--- config.mk ---
export PLATFORM = sky130hd
export DESIGN_NAME = input_port_buffer
export DESIGN_NICKNAME = d
export VERILOG_FILES = /design/src/rtl/io_port_pkg.sv /design/src/rtl/io_port_ram.sv /design/src/rtl/input_port_buffer.sv
export SDC_FILE = /design/constraint.sdc
export NUM_CORES = 1
export LEC_CHECK = 0
export CORE_AREA = 10 10 72 119
export CTS_CLUSTER_DIAMETER = 200
export DETAILED_ROUTE_END_ITERATION = 6
export DIE_AREA = 0 0 82 129
export PLACE_DENSITY = 0.68
export SYNTH_ARGS = -nofsm -noshare
export SYNTH_HDL_FRONTEND = slang
export SYNTH_SLANG_ARGS = --single-unit
--- constraint.sdc ---
create_clock -name clk -period 2.9 [get_ports clk]
set_input_delay 0.87 -clock clk [delete_from_list [all_inputs] [get_ports clk]]
set_output_delay 0.87 -clock clk [all_outputs]
set_load 0.03 [all_outputs]
--- src/rtl/io_port_pkg.sv ---
// Shared definitions for the processor I/O port blocks: default widths,
// the byte type and the occupancy-counter width helper.
package io_port_pkg;

  localparam int DW_DEF    = 8;
  localparam int DEPTH_DEF = 8;

  typedef logic [DW_DEF-1:0] byte_t;

  // Occupancy must represent 0..depth inclusive, hence one extra bit.
  function automatic int level_width(input int depth);
    return $clog2(depth) + 1;
  endfunction

endpackage

--- src/rtl/io_port_ram.sv ---
// DEPTH x DW storage for the input port buffer: synchronous write,
// asynchronous read. Contents are deliberately not reset.
module io_port_ram #(
  parameter int DEPTH = 8,
  parameter int DW    = 8
) (
  input  logic                     clk,
  input  logic                     i_we,
  input  logic [$clog2(DEPTH)-1:0] i_waddr,
  input  logic [DW-1:0]            i_wdata,
  input  logic [$clog2(DEPTH)-1:0] i_raddr,
  output logic [DW-1:0]            o_rdata
);

  logic [DW-1:0] r_mem [DEPTH];

  always_ff @(posedge clk) begin
    if (i_we) r_mem[i_waddr] <= i_wdata;
  end

  assign o_rdata = r_mem[i_raddr];

endmodule

--- src/rtl/input_port_buffer.sv ---
// Byte FIFO between an external device and the processor INPR/FGI input port.
// Optional registered interrupt output enabled by macro INPUT_PORT_IRQ_EN.
module input_port_buffer
  import io_port_pkg::*;
#(
  parameter int DEPTH = DEPTH_DEF,
  parameter int DW    = DW_DEF
) (
  input  logic                          clk,
  input  logic                          rst,
  input  logic [DW-1:0]                 dev_data,
  input  logic                          dev_valid,
  output logic                          dev_ready,
  output logic [DW-1:0]                 inpt,
  output logic                          fgi,
  input  logic                          load_INPR,
  output logic [level_width(DEPTH)-1:0] level,
  output logic                          ovf,
`ifdef INPUT_PORT_IRQ_EN
  input  logic                          irq_en,
  output logic                          irq,
`endif
  input  logic                          ovf_clr
);

  localparam int AW = $clog2(DEPTH);
  localparam int LW = level_width(DEPTH);
  localparam logic [LW-1:0] LVL_FULL = LW'(DEPTH);

  logic [AW-1:0] r_wr_ptr;
  logic [AW-1:0] r_rd_ptr;
  logic [LW-1:0] r_level;
  logic          r_ovf;

  logic          w_push;
  logic          w_pop;
  logic          w_full;
  logic          w_ovf_evt;
  logic [DW-1:0] w_rd_data;

  assign w_full    = (r_level == LVL_FULL);
  assign dev_ready = (r_level < LVL_FULL);
  assign fgi       = (r_level != '0);
  assign w_push    = dev_valid && dev_ready;
  assign w_pop     = load_INPR && fgi;
  assign w_ovf_evt = dev_valid && w_full;

  // Pointers are AW bits wide so wrap modulo DEPTH comes for free.
  always_ff @(posedge clk) begin
    if (!rst) begin
      r_wr_ptr <= '0;
      r_rd_ptr <= '0;
      r_level  <= '0;
      r_ovf    <= 1'b0;
    end else begin
      if (w_push) r_wr_ptr <= r_wr_ptr + 1'b1;
      if (w_pop)  r_rd_ptr <= r_rd_ptr + 1'b1;
      case ({w_push, w_pop})
        2'b10:   r_level <= r_level + 1'b1;
        2'b01:   r_level <= r_level - 1'b1;
        default: r_level <= r_level;
      endcase
      // A fresh overflow wins over a coincident clear.
      if (w_ovf_evt)    r_ovf <= 1'b1;
      else if (ovf_clr) r_ovf <= 1'b0;
    end
  end

  io_port_ram #(
    .DEPTH (DEPTH),
    .DW    (DW)
  ) u_ram (
    .clk     (clk),
    .i_we    (w_push),
    .i_waddr (r_wr_ptr),
    .i_wdata (dev_data),
    .i_raddr (r_rd_ptr),
    .o_rdata (w_rd_data)
  );

  assign inpt  = fgi ? w_rd_data : '0;
  assign level = r_level;
  assign ovf   = r_ovf;

`ifdef INPUT_PORT_IRQ_EN
  logic r_irq;

  always_ff @(posedge clk) begin
    if (!rst) r_irq <= 1'b0;
    else      r_irq <= fgi && irq_en;
  end

  assign irq = r_irq;
`endif

endmodule
==> flow_metrics.py, run 1 <==
metrics = {
    "setup_path": {
        "cpPeakStageDelay_ns": 0.51,
        "critPathKind": "flop to primary output",
        "reg2reg_from": "level[1]",
        "worst_ep_arrival_time_ns": 1.94,
        "cp_slowest_cell": "mux4_2",
        "critPathBufInv": 2,
        "cp-start-kind": "flop",
        "path_delay_family": "multiplexers",
        "cp.required_ns": 2.03,
        "crit_chain": "buf_12, mux4_2, mux2i_1, nor2_1, dlygate4sd2_1",
        "crit_fanout": 16,
        "cp-end-kind": "primary output",
    },
    "floorplanning": {
        "num_rows": 39,
        "die_h_um": 129,
        "io-pin-count": 28,
        "die_w_um": 82,
        "core-area_um2": 6539,
        "start_util_pct": 48.26,
        "die_area_um2": 10580,
    },
    "layout": {
        "fin_area_um2": 3895,
        "synthToLayoutAreaGrowth_pct": 23.43,
        "layout_common_cells": "edfxtp_1, clkdlybuf4s50_1, mux4_2, buf_4",
        "n_fill_cell": 511,
        "utilization_pct": 59.57,
        "num-nets-final": 245,
        "antenna_cells": 0,
        "layout_commonest_cell": "edfxtp_1",
        "drive_gt1_share_pct": 23.28,
    },
    "place": {
        "dpl_worst_slack_ns": -0.1402,
        "portBuffers": 27,
        "post-dp-hpwl_mm": 4.257,
        "postPlaceCellArea_um2": 3597,
        "routabilityCongestion": 0.6968,
    },
    "logic_synthesis": {
        "yosys-top-cells-area": "edfxtp_1, mux4_2, dfxtp_1",
        "syn_avg_cell_area_um2": 17.43,
        "syn-num-nets": 199,
        "synth.ff_latch_count": 78,
        "synth-seq-area-share_pct": 69.79,
        "synth_top_cell_by_area": "edfxtp_1",
        "syn-cell-area_um2": 3156,
        "syn_inst": 181,
        "yosys.area.top_type_share_pct": 60.90,
        "ys_warn_count": 0,
        "synth_cell_type_count": 29,
    },
    "global_route": {
        "grt_pass1_vias": 1849,
        "grt_max_degree": 17,
        "grt_pass1_wl_mm": 9.742,
        "grtUsageTotal_pct": 12.82,
        "grt-ovfl-total": 0,
        "antenna_found_initial": 0,
    },
    "min_path": {
        "min_path_type": "flop to flop",
        "hold_path.startpoint": "ovf",
    },
    "clock_tree": {
        "clock_latency_ns": 0.33,
        "cts_tree": "yes",
        "path_clk_slew_ns": 0.05,
        "clock_sinks": 78,
        "clock_path_buffers": 2,
        "cts_hold_repair.buffers": 0,
        "numCtsBuffers": 9,
        "root_buffer": "clkbuf_16",
        "htree_levels": 3,
    },
    "routing": {
        "dr.pass1.iters": 4,
        "detail-route-antenna-nets": 0,
        "vias_per_cell": 5.315,
        "drt-total-wl_mm": 6.287,
        "first_iter_violations": 89,
        "vias": 1669,
        "drc_errors": 0,
        "wl_per_cell_um": 20.02,
    },
    "sta": {
        "worstMarginPinSlew_ns": 0.3838,
        "skew_ns": 0.003751,
        "maxSlewHeadroom_pct": 74.34,
        "fin_ws_ns": 0.09177,
        "finalSetupTns_ns": 0,
        "drv_slew": 0,
        "rsz0062_at_grt": "false",
        "setup_violations": 0,
        "hold_violations": 0,
        "final.period_utilization_pct": 96.84,
        "finalCriticalPeriod_ns": 2.808,
        "fmax_mhz": 356.1,
    },
    "power": {
        "fin_total_pwr_mw": 3.684,
        "power_density_nw_per_um2": 945.9,
        "ir_drop_mv": 0.9334,
        "leakage_nw": 1.357,
    },
    "job": {
        "drv_cap": 0,
    },
    "outcome": {
        "status": "complete, no violations",
    },
}
## power breakdown
part	total (mW)	switching (mW)	internal [mW]	leakage, nW
Combinational	1.23	0.667	0.562	0.518
Clock	1.06	0.401	0.660	0.143
Sequential	1.39	0.0851	1.31	0.695
## synthesized netlist by cell type
| library cell | instances |
|---|---|
| o21ai_0 | 2 |
| ha_1 | 5 |
| mux4_2 | 16 |
| and2_4 | 1 |
| inv_1 | 3 |
| buf_6 | 2 |
| xor2_2 | 1 |
| clkbuf_1 | 4 |
| dfxtp_1 | 14 |
| xnor2_1 | 3 |
| nor3_1 | 3 |
| a21boi_0 | 1 |
| nand2b_1 | 3 |
| a21oi_1 | 2 |
| buf_2 | 2 |
| mux2i_1 | 12 |
| xor2_1 | 3 |
| nor2b_1 | 6 |
| a32oi_1 | 1 |
| buf_1 | 1 |
| a211o_1 | 1 |
| nor2_1 | 14 |
| nand3_1 | 2 |
| nand2_1 | 6 |
| or3_1 | 1 |
| nor4_4 | 1 |
| inv_2 | 1 |
| edfxtp_1 | 64 |
| and2_1 | 6 |
## per-layer routing
metal / routed length [µm] / up-vias / global-route usage, %
li1: - / 773 / -
met1: 2225 / 838 / 12.79
met2: 3518 / 41 / 22.34
met3: 350 / 17 / 4.254
met4: 192 / 0 / 7.143
met5: 0 / - / 0
## worst paths after layout
kind / to / slack, ns / depth (start not counted)
max: inpt[2] / 0.09 / 5
min: ovf / 0.53 / 2
max reg2reg: level[2] / 0.30 / 11
min reg2reg: ovf / 0.53 / 2
## metrics by stage
step | instances | hold WS (ns)
after detailed placement | 294 | 0.5230
after global placement | 294 | 0.5031
after global routing | 314 | 0.5974
after floorplan | 181 | 0.5125
final | 314 | 0.5291
after CTS | 310 | 0.5406
## final cells by class
cell class / count / area, µm² / share of cell area [%]
flip-flops and latches: 78 / 2202 / 56.54
well taps: 82 / 102.6 / 2.634
inverters: 4 / 15.01 / 0.3855
clock inverters: 5 / 50.05 / 1.285
repair buffers: 44 / 405.4 / 10.41
clock buffers: 11 / 232.7 / 5.975
multi-input cells: 90 / 887.1 / 22.78
## worst register-to-register path, delay by kind of cell (launching register included)
family | cells | cell delay (ns)
flip-flops | 1 | 0.40
AND/OR/NAND/NOR | 3 | 0.77
AO/OA/AOI/OAI | 2 | 0.31
adder cells (fa/ha/maj) | 2 | 0.47
XOR/XNOR | 2 | 0.28
buffers and inverters | 2 | 0.29
## cells by family (layout without fill, tap and decap cells)
group / Yosys count / after routing / share of synthesized area [%]
AO/OA/AOI/OAI: 7 / 7 / 1.428
XOR/XNOR: 7 / 7 / 2.181
adder cells (fa/ha/maj): 5 / 5 / 1.983
buffers and inverters: 13 / 64 / 2.101
flip-flops: 78 / 78 / 69.79
multiplexers: 28 / 28 / 15.23
AND/OR/NAND/NOR: 43 / 43 / 7.296
## sequential cells by signal (all words and copies together) (netlist names), named ones only
register / flops
r_wr_ptr: 3
r_rd_ptr: 3
level: 4
ovf: 1
u_ram.r_mem: 64
## repair_timing
| action | in CTS | in global routing |
|---|---|---|
| gates resized for setup | 9 | 3 |
| setup endpoints to repair | 7 | 4 |
| pin swaps | 0 | 0 |
| setup buffers | 0 | 4 |
(Power assumes the default switching activity.)
==> run 2, diff against run 1 <==
--- a/config.mk
+++ b/config.mk
@@ -5,11 +5,10 @@
 export SDC_FILE = /design/constraint.sdc
 export NUM_CORES = 1
 export LEC_CHECK = 0
-export CORE_AREA = 10 10 72 119
+export CORE_AREA = 10 10 75 124
 export CTS_CLUSTER_DIAMETER = 200
 export DETAILED_ROUTE_END_ITERATION = 6
-export DIE_AREA = 0 0 82 129
-export PLACE_DENSITY = 0.68
+export DIE_AREA = 0 0 85 134
 export SYNTH_ARGS = -nofsm -noshare
 export SYNTH_HDL_FRONTEND = slang
 export SYNTH_SLANG_ARGS = --single-unit
==> flow_metrics.py, run 2 (synthesis results as in run 1) <==
metrics = {
    "floorplanning": {
        "start_util_pct": 43.63,
        "num_rows": 41,
        "die_w_um": 85,
        "core-area_um2": 7233,
        "die_h_um": 134,
        "io-pin-count": 28,
        "die_area_um2": 11390,
    },
    "layout": {
        "largest_register": "u_ram.r_mem",
        "synthToLayoutAreaGrowth_pct": 22.56,
        "utilization_pct": 53.47,
        "drive_gt1_share_pct": 23.04,
        "largest_register_ffs": 64,
        "num-nets-final": 243,
        "antenna_cells": 0,
        "layout_commonest_cell": "edfxtp_1",
        "layout_common_cells": "edfxtp_1, clkdlybuf4s50_1, mux4_2, nor2_1, dfxtp_1",
    },
    "clock_tree": {
        "clock_sinks": 78,
        "clock_path_buffers": 2,
        "path_clk_slew_ns": 0.05,
        "htree_levels": 3,
        "numCtsBuffers": 9,
        "root_buffer": "clkbuf_16",
        "cts_hold_repair.buffers": 0,
        "clock_latency_ns": 0.33,
        "cts_tree": "yes",
    },
    "routing": {
        "vias": 1649,
        "first_iter_violations": 107,
        "vias_per_cell": 5.218,
        "drc_errors": 0,
        "detail-route-antenna-nets": 0,
        "dr.pass1.iters": 4,
        "wl_per_cell_um": 19.20,
        "drt-total-wl_mm": 6.067,
    },
    "outcome": {
        "status": "complete, no violations",
    },
    "global_route": {
        "grt_max_degree": 17,
        "grt_pass1_wl_mm": 9.653,
        "use_met2_pct": 19.82,
        "grtUsageMet3_pct": 3.517,
        "grt-ovfl-total": 0,
        "grt-busiest-layer": "met2",
        "antenna_found_initial": 0,
        "met1_usage_pct": 11.48,
        "grtUsageTotal_pct": 11.18,
        "grt_pass1_vias": 1850,
    },
    "sta": {
        "drv_slew": 0,
        "rsz0062_at_grt": "false",
        "fmax_mhz": 354.8,
        "maxSlewHeadroom_pct": 76.05,
        "setup_violations": 0,
        "worstMarginPinSlew_ns": 0.3582,
        "hold_violations": 0,
        "skew_ns": 0.006590,
        "finalCriticalPeriod_ns": 2.818,
        "final.period_utilization_pct": 97.18,
    },
    "job": {
        "drv_cap": 0,
    },
    "place": {
        "post-dp-hpwl_mm": 4.263,
        "routabilityCongestion": 0.7178,
        "portBuffers": 27,
    },
    "setup_path": {
        "crit_fanout": 16,
        "cp.required_ns": 2.03,
        "cp-end-kind": "primary output",
        "worst_ep_arrival_time_ns": 1.95,
        "critPathKind": "flop to primary output",
        "cp-start-kind": "flop",
    },
    "power": {
        "fin_total_pwr_mw": 3.598,
        "leakage_nw": 1.328,
        "power_density_nw_per_um2": 930.4,
        "ir_drop_mv": 0.6881,
    },
    "min_path": {
        "min_path_type": "flop to flop",
    },
}
==> run 2: changes by cell type in the layout (fill, tap and decap cells not counted) <==
| cell | delta |
|---|---|
| buf_4 | -3 |
| bufinv_16 | -1 |
| clkdlybuf4s15_2 | +1 |
| clkinv_2 | -3 |
| clkbuf_2 | +3 |
| clkbuf_8 | +2 |
| dlygate4sd2_1 | -3 |
| clkbuf_1 | +2 |
==> run 2: area by class of cell <==
| class | count | area [µm²] |
|---|---|---|
| Clock buffer | 15 | 267.8 |
| Sequential cell | 78 | 2202 |
| Fill cell | 578 | 3366 |
| Inverter | 4 | 15.01 |
| Clock inverter | 1 | 5.005 |
| Timing Repair Buffer | 42 | 382.9 |
| Multi-Input combinational cell | 90 | 887.1 |
| Tap cell | 86 | 107.6 |
==> run 2: timing repair <==
action	in CTS	in global routing
setup buffers	0	2
resized for setup	10	11
cloned	0	0
setup endpoints to repair	8	6
==> run 2: per-layer routing <==
metal,vias up,part of all wire [%]
li1,776,-
met1,828,38
met5,-,0
met2,39,55
met4,0,1.4
met3,6,5.3
==> run 2: per-stage QoR <==
stage | std cells | hold slack [ns] | area, µm² | TNS [ns] | setup WS (ns)
after floorplan | 181 | 0.5125 | 3156 | 0 | 0.1140
after global placement | 298 | 0.5023 | 3605 | 0 | 0.007672
after detailed placement | 298 | 0.5659 | 3605 | -0.1208 | -0.1208
after CTS | 314 | 0.5813 | 3870 | 0 | 0.009405
after global routing | 316 | 0.6065 | 3867 | 0 | 0.0008595
final | 316 | 0.5654 | 3867 | 0 | 0.08172
==> run 2: path summary, 6_finish.rpt <==
check	startpoint	to	slack (ns)	depth (start not counted)
min	ovf	ovf	0.57	2
max reg2reg	level[1]	level[2]	0.45	10
min reg2reg	ovf	ovf	0.57	2
max	flop	inpt[7]	0.08	5
==> run 2: critical path: stages (launching register included) <==
cell and delay (ns):
dfxtp_1 0.35, buf_12 0.18, mux4_2 0.50, mux2i_1 0.17, nor2_1 0.06, clkdlybuf4s15_1 0.34
==> run 2: power by group <==
group	switching, mW	total (mW)	leakage (nW)	internal [mW]
clock	0.382	1.01	0.134	0.625
sequential	0.0850	1.39	0.695	1.31
combinational	0.654	1.20	0.499	0.542
total	1.12	3.60	1.33	2.48
==> run 3, diff against run 2 <==
--- a/config.mk
+++ b/config.mk
@@ -7,8 +7,10 @@
 export LEC_CHECK = 0
 export CORE_AREA = 10 10 75 124
 export CTS_CLUSTER_DIAMETER = 200
+export CTS_CLUSTER_SIZE = 24
 export DETAILED_ROUTE_END_ITERATION = 6
 export DIE_AREA = 0 0 85 134
+export SLEW_MARGIN = 20
 export SYNTH_ARGS = -nofsm -noshare
 export SYNTH_HDL_FRONTEND = slang
 export SYNTH_SLANG_ARGS = --single-unit
==> results of run 3 <==
No change in the layout: final DEF, timing and power equal those of run 2.
==> RTL change (settings of run 1) <==
Add a define of `INPUT_PORT_IRQ_EN`.
--- a/src/rtl/input_port_buffer.sv
+++ b/src/rtl/input_port_buffer.sv
@@ -1,5 +1,7 @@
 // Byte FIFO between an external device and the processor INPR/FGI input port.
 // Optional registered interrupt output enabled by macro INPUT_PORT_IRQ_EN.
+`define INPUT_PORT_IRQ_EN
+
 module input_port_buffer
   import io_port_pkg::*;
 #(
Ports: changed (added irq and irq_en); port bits go from 28 to 30. No check against the original RTL was run, so the function may have changed too.
==> RTL change against run 1 <==
Final area is 2.7% higher. Count of clock-buffer cells in the layout is 3 higher. Total power is 3.5% higher. Routed wire length is 1.5% lower. Largest power group unchanged. Sequential cell count is 1 higher. Largest cell class unchanged. Sequential share of layout area is 1.0 points lower. Synthesized area is 0.83% higher. Worst setup slack better by 0.022 ns.
==> RTL change: results (changes against run 1) <==
* Worst-margin pin slew at 0.4072 ns (+0.02340 ns)
* Fill cell count at 504 (-1.4%)
* YS warnings at 0 (unchanged)
* Final cell count without fillers at 325 (+3.5%)
* # diodes at 0 (unchanged)
* Total number of vias at 1703 (+2.0%)
* Top cells by count, synth: edfxtp_1 (64), mux4_2 (16), dfxtp_1 (15)
* Worst stage delay on the critical path at 0.51 ns (about the same)
* DR WL/cell at 19.05 µm (-4.9%)
* Final nets at 257 (+4.9%)
* Vias in the first global route at 1867 (+0.97%)
* Cells on worst reg2reg path at 12 (+1)
* Initial drt markers at 123 (+38%)
* Largest net degree at the start of global routing at 17 (unchanged)
* H-Tree Depth at 3 (unchanged)
* Netlist cell types at 31 (+6.9%)
* CTS Root Cell: clkbuf_16
* Multi-input gate area at 895.9 µm² (+0.99%)
* DP Area at 3677 µm² (+2.2%)
* Met2 usage at 22.57% (+0.23 points)
* Critical path peak fanout at 16 (unchanged)
* Global-route usage over all layers at 13.06% (+0.24 points)
* CP Data Arrival Time at 1.92 ns (-0.02 ns)
* Worst min path class: flop to flop
* Worst vdd ir at 920.4 µV (-1.4%)
* Synth area leaders: edfxtp_1 (60%), mux4_2 (11%), dfxtp_1 (9.4%), mux2i_1 (3.5%), ha_1 (2.0%)
* Post-synth EDFFs at 64 (unchanged)
* Adder-Cell Fraction of Synth Area at 1.966% (-0.016 points)
* Initial antenna violation count at 0 (unchanged)
* Met3 Resource Use GR at 5.230% (+0.98 points)
* Buffers on Ports at 29 (+7.4%)
* Top delay family on crit path: multiplexers
* Compound-Gate Fraction of Synth Area at 1.652% (+0.22 points)
* Outcome: finished clean
* Synthesized area per cell at 17.29 µm² (-0.81%)
* Asr flop ratio synth at 0% (unchanged)
* Worst Hold Depth at 2 (unchanged)
* Gpl congestion at 0.7485 (+7.4%)
* LEAKAGE at 0.001411 µW (+4.0%)
* Pre-CTS setup slack at -0.04937 ns (+0.09085 ns)
* Sequential fraction of the synthesis area at 69.84% (about the same)
* Drt pass-1 iters at 5 (+1)
* Reg with most FFs: u_ram.r_mem
* Layout cells sized above 1 at 25.93% (+2.7 points)
* Number of flip-flops in the largest register at 64 (unchanged)
* Post-placement cell count at 303 (+3.1%)
* CTS Buf Count at 9 (unchanged)
* Synth Area in XOR/XNOR at 1.927% (-0.25 points)
* Synth Net Count at 203 (+2.0%)
* GR Layer Usage met1 at 13.02% (+0.23 points)
* Global-route wire length before repair at 9908 µm (+1.7%)
* DPL Wire Length at 4460 µm (+4.8%)
* CTS max path bufs at 2 (unchanged)
* Mux cell area share after synthesis at 14.79% (-0.44 points)
* Clock skew at 0.004052 ns (+0.0003005 ns)
RTL change: changes by cell type after synthesis, sizes merged:
cell / before / now
mux2i: 12 / 11
nor2b: 6 / 4
inv: 4 / 5
xnor2: 3 / 4
and2: 7 / 6
clkbuf: 4 / 2
nand2: 6 / 8
and3: 0 / 1
nand3: 2 / 3
dfxtp: 14 / 15
a21boi: 1 / 2
xor2: 4 / 3
buf: 5 / 6
and2b: 0 / 1
RTL change: timing repair:
action,in CTS,in global routing
resized for setup,9,11
setup buffers,0,6
pin swaps,0,0
endpoints found under the setup margin,8,8
RTL change: routing by layer:
| metal | vias up | routed length [µm] |
|---|---|---|
| li1 | 803 | - |
| met4 | 0 | 147 |
| met1 | 842 | 2306 |
| met5 | - | 0 |
| met2 | 45 | 3378 |
| met3 | 13 | 357 |
RTL change: tightest hold or removal path: stages (launching register included):
cell     delay [ns]
dfxtp_1        0.32
a32oi_1        0.05
nor2b_1        0.10
RTL change: area by class of cell:
| cell class | count | share of cell area, % |
|---|---|---|
| tap | 82 | 2.564 |
| inverter | 5 | 0.5316 |
| clock buffer | 14 | 6.848 |
| sequential | 79 | 55.53 |
| timing repair buffer | 51 | 11.19 |
| multi-input combinational | 92 | 22.39 |
| clock inverter | 2 | 0.9381 |
RTL change: worst paths after layout:
check                start  endpoint  slack [ns]
hold / removal         ovf       ovf        0.52
hold reg to reg        ovf       ovf        0.52
setup reg to reg  level[3]  level[2]        0.42
setup / recovery      flop   inpt[5]        0.11
RTL change: cells by family (layout without fill, tap and decap cells):
group,after synthesis,in the layout
xor+xnor,7,7
buf+inv,13,72
compound gates,8,8
flops,79,79
fa+ha+maj,5,5
simple gates,45,45
mux,27,27
RTL change: power by group:
group,internal [µW],switching (µW),total [µW]
clock,737,401,1140
sequential,1330,85.0,1410
combinational,574,691,1260
total,2640,1180,3810
